File: config.mk
export PLATFORM = sky130hd
export DESIGN_NAME = branch_predictor
export DESIGN_NICKNAME = d
export VERILOG_FILES = /design/src/rtl/branch_predictor_pkg.sv /design/src/rtl/branch_predictor_sat_counter2.sv /design/src/rtl/branch_predictor.sv
export SDC_FILE = /design/constraint.sdc
export NUM_CORES = 1
export LEC_CHECK = 0
export BUFFER_PORTS_ARGS = -buffer_cell sky130_fd_sc_hd__buf_4
export CAP_MARGIN = 20
export CORE_MARGIN = 2
export CORE_UTILIZATION = 37
export CTS_CLUSTER_DIAMETER = 200
export DETAILED_ROUTE_END_ITERATION = 7
export GPL_ROUTABILITY_DRIVEN = 1
export PLACE_DENSITY = 0.54
export SLEW_MARGIN = 10
export SYNTH_ARGS = -nofsm -noshare
export SYNTH_HDL_FRONTEND = slang
export SYNTH_HIERARCHICAL = 1
export SYNTH_SLANG_ARGS = --single-unit
File: constraint.sdc
create_clock -name i_clk -period 9.78 [get_ports i_clk]
set_input_delay 0.978 -clock i_clk [delete_from_list [all_inputs] [get_ports i_clk]]
set_output_delay 0.978 -clock i_clk [all_outputs]
set_load 0.05 [all_outputs]
File: src/rtl/branch_predictor_pkg.sv
// Shared definitions for the fetch-stage branch predictor.
//   BP_ADDR_W   : storage width of the tag and target fields in a BTB entry.
//   CTR_*       : 2-bit saturating counter states, strongly/weakly not-taken/taken.
//   btb_entry_t : one BTB entry as seen by lookup and update logic.
package branch_predictor_pkg;

  localparam int BP_ADDR_W = 32;

  localparam logic [1:0] CTR_SNT = 2'd0;
  localparam logic [1:0] CTR_WNT = 2'd1;
  localparam logic [1:0] CTR_WT  = 2'd2;
  localparam logic [1:0] CTR_ST  = 2'd3;

  typedef struct packed {
    logic                 valid;
    logic [BP_ADDR_W-1:0] tag;
    logic [BP_ADDR_W-1:0] target;
    logic [1:0]           ctr;
  } btb_entry_t;

endpackage

File: src/rtl/branch_predictor_sat_counter2.sv
// 2-bit saturating up/down counter, next-value only (purely combinational).
//   i_ctr : current counter value
//   i_inc : 1 = count towards taken (+1, stops at 3), 0 = towards not-taken (-1, stops at 0)
//   o_ctr : next counter value
module sat_counter2
  import branch_predictor_pkg::*;
(
  input  logic [1:0] i_ctr,
  input  logic       i_inc,
  output logic [1:0] o_ctr
);

  always_comb begin
    o_ctr = i_ctr;
    if (i_inc) begin
      if (i_ctr != CTR_ST) o_ctr = i_ctr + 2'd1;
    end else begin
      if (i_ctr != CTR_SNT) o_ctr = i_ctr - 2'd1;
    end
  end

endmodule

File: src/rtl/branch_predictor.sv
// Direct-mapped BTB with 2-bit saturating counters for the fetch stage.
// Ports:
//   i_clk, i_reset        : clock, asynchronous active-high reset
//   i_flush               : invalidate every entry (fence.i)
//   i_stall               : hold the prediction registers, ignore the lookup
//   i_fetch_valid/_pc     : lookup request
//   o_pred_valid/_taken/_target : registered prediction for the last accepted lookup
//   i_upd_*               : training from execute (pc, direction, jump flag, target)
// Index = pc[IDX_W:1], tag = pc >> (IDX_W+1). Valid bits are reset flops; the
// tag/target/counter storage has no reset and maps onto distributed RAM.
// IADDR_SPACE_BITS must not exceed BP_ADDR_W.
module branch_predictor
  import branch_predictor_pkg::*;
#(
  parameter int IADDR_SPACE_BITS  = 32,
  parameter bit BRANCH_PREDICTION = 1'b1,
  parameter int BTB_ENTRIES       = 16
) (
  input  logic                        i_clk,
  input  logic                        i_reset,
  input  logic                        i_flush,
  input  logic                        i_stall,
  input  logic                        i_fetch_valid,
  input  logic [IADDR_SPACE_BITS-1:0] i_fetch_pc,
  output logic                        o_pred_valid,
  output logic                        o_pred_taken,
  output logic [IADDR_SPACE_BITS-1:0] o_pred_target,
  input  logic                        i_upd_valid,
  input  logic [IADDR_SPACE_BITS-1:0] i_upd_pc,
  input  logic                        i_upd_taken,
  input  logic                        i_upd_jump,
  input  logic [IADDR_SPACE_BITS-1:0] i_upd_target
);

  localparam int IDX_W = $clog2(BTB_ENTRIES);

  // Tag is everything above the index; bit 0 is ignored (RVC alignment).
  function automatic logic [BP_ADDR_W-1:0] tag_of(input logic [IADDR_SPACE_BITS-1:0] pc);
    return BP_ADDR_W'(pc >> (IDX_W + 1));
  endfunction

  logic [BP_ADDR_W-1:0] tag_mem    [BTB_ENTRIES];
  logic [BP_ADDR_W-1:0] target_mem [BTB_ENTRIES];
  logic [1:0]           ctr_mem    [BTB_ENTRIES];
  logic [BTB_ENTRIES-1:0] valid_q, valid_d;

  logic [IDX_W-1:0] fetch_idx, upd_idx;
  btb_entry_t       fetch_ent, upd_ent;
  logic             fetch_hit, upd_hit;

  assign fetch_idx = i_fetch_pc[IDX_W:1];
  assign upd_idx   = i_upd_pc[IDX_W:1];

  // Asynchronous reads: lookup sees pre-update contents in a same-cycle update.
  always_comb begin
    fetch_ent.valid  = valid_q[fetch_idx];
    fetch_ent.tag    = tag_mem[fetch_idx];
    fetch_ent.target = target_mem[fetch_idx];
    fetch_ent.ctr    = ctr_mem[fetch_idx];
    upd_ent.valid    = valid_q[upd_idx];
    upd_ent.tag      = tag_mem[upd_idx];
    upd_ent.target   = target_mem[upd_idx];
    upd_ent.ctr      = ctr_mem[upd_idx];
  end

  assign fetch_hit = fetch_ent.valid && (fetch_ent.tag == tag_of(i_fetch_pc));
  assign upd_hit   = upd_ent.valid && (upd_ent.tag == tag_of(i_upd_pc));

  // ---------------- training ----------------
  logic [1:0]           ctr_next;
  logic                 upd_alloc;
  logic                 mem_we;
  logic [BP_ADDR_W-1:0] mem_wtarget;
  logic [1:0]           mem_wctr;

  sat_counter2 u_sat_counter2 (
    .i_ctr (upd_ent.ctr),
    .i_inc (i_upd_taken),
    .o_ctr (ctr_next)
  );

  // A flush in the same cycle swallows the update entirely.
  assign upd_alloc   = i_upd_valid && !i_flush && !upd_hit && i_upd_taken;
  assign mem_we      = i_upd_valid && !i_flush && (upd_hit || i_upd_taken);
  assign mem_wtarget = i_upd_taken ? BP_ADDR_W'(i_upd_target) : upd_ent.target;
  assign mem_wctr    = upd_hit ? ctr_next : (i_upd_jump ? CTR_ST : CTR_WT);

  // On a hit the tag is rewritten with its own value, keeping one write port.
  always_ff @(posedge i_clk) begin
    if (mem_we) begin
      tag_mem[upd_idx]    <= tag_of(i_upd_pc);
      target_mem[upd_idx] <= mem_wtarget;
      ctr_mem[upd_idx]    <= mem_wctr;
    end
  end

  for (genvar gi = 0; gi < BTB_ENTRIES; gi++) begin : g_valid
    always_comb begin
      valid_d[gi] = valid_q[gi];
      if (i_flush) valid_d[gi] = 1'b0;
      else if (upd_alloc && (upd_idx == IDX_W'(gi))) valid_d[gi] = 1'b1;
    end

    always_ff @(posedge i_clk or posedge i_reset) begin
      if (i_reset) valid_q[gi] <= 1'b0;
      else         valid_q[gi] <= valid_d[gi];
    end
  end

  // ---------------- prediction registers ----------------
  logic                        pred_valid_q,  pred_valid_d;
  logic                        pred_taken_q,  pred_taken_d;
  logic [IADDR_SPACE_BITS-1:0] pred_target_q, pred_target_d;

  always_comb begin
    pred_valid_d  = pred_valid_q;
    pred_taken_d  = pred_taken_q;
    pred_target_d = pred_target_q;
    if (!i_stall) begin
      pred_valid_d  = i_fetch_valid;
      // A flush in the lookup cycle forces not-taken but still answers.
      pred_taken_d  = i_fetch_valid && !i_flush && fetch_hit &&
                      (fetch_ent.ctr > CTR_WNT) && BRANCH_PREDICTION;
      pred_target_d = pred_taken_d ? fetch_ent.target[IADDR_SPACE_BITS-1:0]
                                   : '0;
    end
  end

  always_ff @(posedge i_clk or posedge i_reset) begin
    if (i_reset) begin
      pred_valid_q  <= 1'b0;
      pred_taken_q  <= 1'b0;
      pred_target_q <= '0;
    end else begin
      pred_valid_q  <= pred_valid_d;
      pred_taken_q  <= pred_taken_d;
      pred_target_q <= pred_target_d;
    end
  end

  assign o_pred_valid  = pred_valid_q;
  assign o_pred_taken  = pred_taken_q;
  assign o_pred_target = pred_target_q;

endmodule

==> results.json <==
{
  "status": "finished, final reports clean",
  "synth_xor_area_share_pct": 1.19,
  "worstPathArrival_ns": 5.87,
  "die_area_um2": 122000,
  "p_seq_share_pct": 51.1,
  "ctsResizeCount": 0,
  "maxSlewHeadroom_pct": 24.0,
  "drc_errors": 0,
  "synthTopCellsByCount": "976 x edfxtp_1, 366 x mux4_2, 116 x mux2i_1",
  "finalHoldViolCount": 0,
  "setup_violations": 0,
  "p_int_uw": 7410,
  "gp_congestion": 0.885,
  "synthAdderAreaFrac_pct": 0.0511,
  "vias_per_cell": 5.78,
  "synth-edff-count": 976,
  "critPathLaunchType": "input pin",
  "synth_warnings": 6,
  "max_stage_delay_ns": 0.82,
  "cts_setup_buffers": 0,
  "ctsLongestPathBuffers": 3,
  "antenna_left": 0,
  "crit_fanout": 28,
  "coreArea_um2": 118000,
  "drv_slew": 0,
  "period_minus_slack_ns": 5.57,
  "critPathKind": "input pin to flop",
  "swShare_pct": 21.9,
  "cp_top_family": "compound AO/OA/AOI/OAI gates",
  "hp-class": "flop to flop",
  "postCtsHoldBufs": 0,
  "dp_hpwl_mm": 70.6,
  "synth_area_um2": 44100,
  "fin_crit_sh_pct": 57.0,
  "area_growth_pct": 14.8,
  "design_area_um2": 50600,
  "wire_per_inst_um": 30.7,
  "critPathCaptureType": "flop",
  "grt_max_degree": 96,
  "synth.distinct_cells": 71,
  "worst_pin_slew_ns": 1.13,
  "portBuffers": 135,
  "first_pass_iters": 5,
  "ys_seq_area_share_pct": 69.4,
  "synth_compound_area_share_pct": 3.04,
  "async_flop_share_pct": 4.87,
  "cts.reportedPaths.clkPinSlew_ns": 0.06,
  "htreeDepth": 3,
  "syn_nets": 2292,
  "critical_path_required_ns": 10.07,
  "crit_chain": "buf_4, buf_4, nor2_2, a22oi_1, a21o_1, a221oi_1, o21ai_0, nor4_1, a41oi_2, buf_6, nor3_2, buf_4",
  "row_count": 126,
  "synth_top_family_by_area": "multiplexers",
  "pwr-share-clk_pct": 42.2,
  "cts_tree": "yes",
  "worst-path-buf-inv": 4,
  "powerDensity_nw_per_um2": 188,
  "ios": 138,
  "grt_pass1_wl_mm": 175,
  "track_usage_pct": 20.1,
  "synth_cells": 2188,
  "rsz0062_at_grt": "no",
  "cts_root_buf": "clkbuf_16",
  "cpMostUsedCell": "buf_4",
  "synth_seq_cells": 1026,
  "timing.fmax_mhz": 179,
  "power.switching_uw": 2080,
  "totalWireLength_mm": 123,
  "leakagePower_uw": 0.0165,
  "fillCellCount": 10200,
  "synthFlopType": "edfxtp_1",
  "cts.sinks": 1026,
  "yosysTopAreaCellShare_pct": 66.5,
  "drtIter0Drc": 2502,
  "synthMuxAreaShare_pct": 21.6,
  "num_vias": 23100,
  "initial_core_util_pct": 37.3,
  "drive_gt1_share_pct": 31.7,
  "antenna_found_initial": 4,
  "insertion_delay_ns": 0.70,
  "grt-ovfl-total": 0,
  "finClkSkew_ns": 0.0426,
  "die_y_um": 349,
  "maxCapViolations": 0,
  "ys_top_cells_by_area": "edfxtp_1 67%, mux4_2 19%, dfrtp_1 2.8%",
  "setup_tns_ns": 0,
  "fp.dieW_um": 349,
  "grt_pass1_vias": 24100,
  "fin_hold_ws_ns": 0.486,
  "yosysMostFrequentCell": "edfxtp_1",
  "p_comb_share_pct": 6.7,
  "cts_made_buffers": 107,
  "synth-simple-area-share_pct": 2.58,
  "yosys.area.top_type": "edfxtp_1",
  "ir_drop_mv": 0.143,
  "finalPower_uw": 9490,
  "syn_area_per_cell_um2": 20.1,
  "dpl_cell_area_um2": 47100,
  "critPathSlowestCell": "nor2_2",
  "final_nets": 2478
}
-- path summary, 6_finish.rpt --
check | from | end | slack [ns] | cells after the start
worst max-delay path | i_upd_pc[1] | tag_mem[12][20] | 4.21 | 12
worst min-delay path | o_pred_target[19] | o_pred_target[19] | 0.49 | 2
worst max register to register | tag_mem[15][10] | o_pred_target[22] | 5.02 | 9
worst min register to register | o_pred_target[19] | o_pred_target[19] | 0.49 | 2
max in group asynchronous | i_reset | o_pred_target[0] | 8.62 | 3
min in group asynchronous | i_reset | o_pred_target[21] | 0.51 | 3
-- cell usage in the layout, fill, tap and decap left out, types with 14 or more instances in the layout --
cell and n:
a22oi_1 23, xor2_1 33, mux4_2 366, o21ai_0 56, mux2i_1 116, a21oi_1 16
inv_1 61, buf_4 199, xnor2_1 27, edfxtp_1 976, clkinv_1 14, nand3_1 28
clkinv_2 14, clkbuf_1 34, a221oi_1 20, nor2_4 16, nand2_1 63, clkbuf_16 107
o32ai_1 15, dfrtp_1 50, nor2_1 20
-- registers in the layout, indices dropped and copies added, names as in the netlist --
signal and flops:
target_mem 512, tag_mem 432, ctr_mem 32, o_pred_target 32
valid_q 16, o_pred_taken 1, o_pred_valid 1
-- per-layer routing --
metal	track usage, %	routed length [µm]
met5	0	25
met4	5.15	2760
met3	3.84	7890
met2	34.1	62300
met1	26.5	49900
-- worst reg2reg max path: stages, from the launching register on --
cell,delay [ns]
edfxtp_1,0.43
mux4_2,0.50
mux4_2,0.52
xor2_1,0.16
nor2_1,0.63
nand4b_1,0.49
nor4_1,0.96
nand4_1,0.32
buf_4,0.40
o21ai_0,0.29
-- cell type report --
type / instances / area [µm²] / area share (%)
Clock buffer: 151 / 2940 / 5.82
Antenna cell: 4 / 10.0 / 0.0198
Tap cell: 1536 / 1920 / 3.80
Sequential cell: 1026 / 30600 / 60.4
Timing Repair Buffer: 208 / 1620 / 3.20
Clock inverter: 46 / 512 / 1.01
Inverter: 65 / 246 / 0.487
Multi-Input combinational cell: 966 / 12800 / 25.3
-- cell families (layout without fill, tap and decap cells) --
group / after synthesis / in the layout
fa+ha+maj: 2 / 2
mux: 492 / 492
xor+xnor: 60 / 60
flops: 1026 / 1026
other cells: 0 / 4
buf+inv: 196 / 470
compound gates: 190 / 190
simple gates: 222 / 222
-- stage by stage --
step	instances	worst slack (ns)	util, %
5_1_grt	3999	4.14	42.8
2_1_floorplan	2188	3.09	-
3_5_place_dp	3799	3.25	39.9
6_report	4002	4.21	42.8
3_3_place_gp	3799	3.22	39.9
4_1_cts	3996	3.95	42.8
-- power by group through the flow --
stage / registers [µW] / clock network (µW) / logic, µW
after floorplan: 4940 / 0 / 386
after global placement: 4940 / 0 / 631
after detailed placement: 4940 / 0 / 640
after CTS: 4850 / 4100 / 642
after global routing: 4850 / 4270 / 674
final: 4850 / 4010 / 634
No activity file was read; power rests on OpenSTA's default activity.
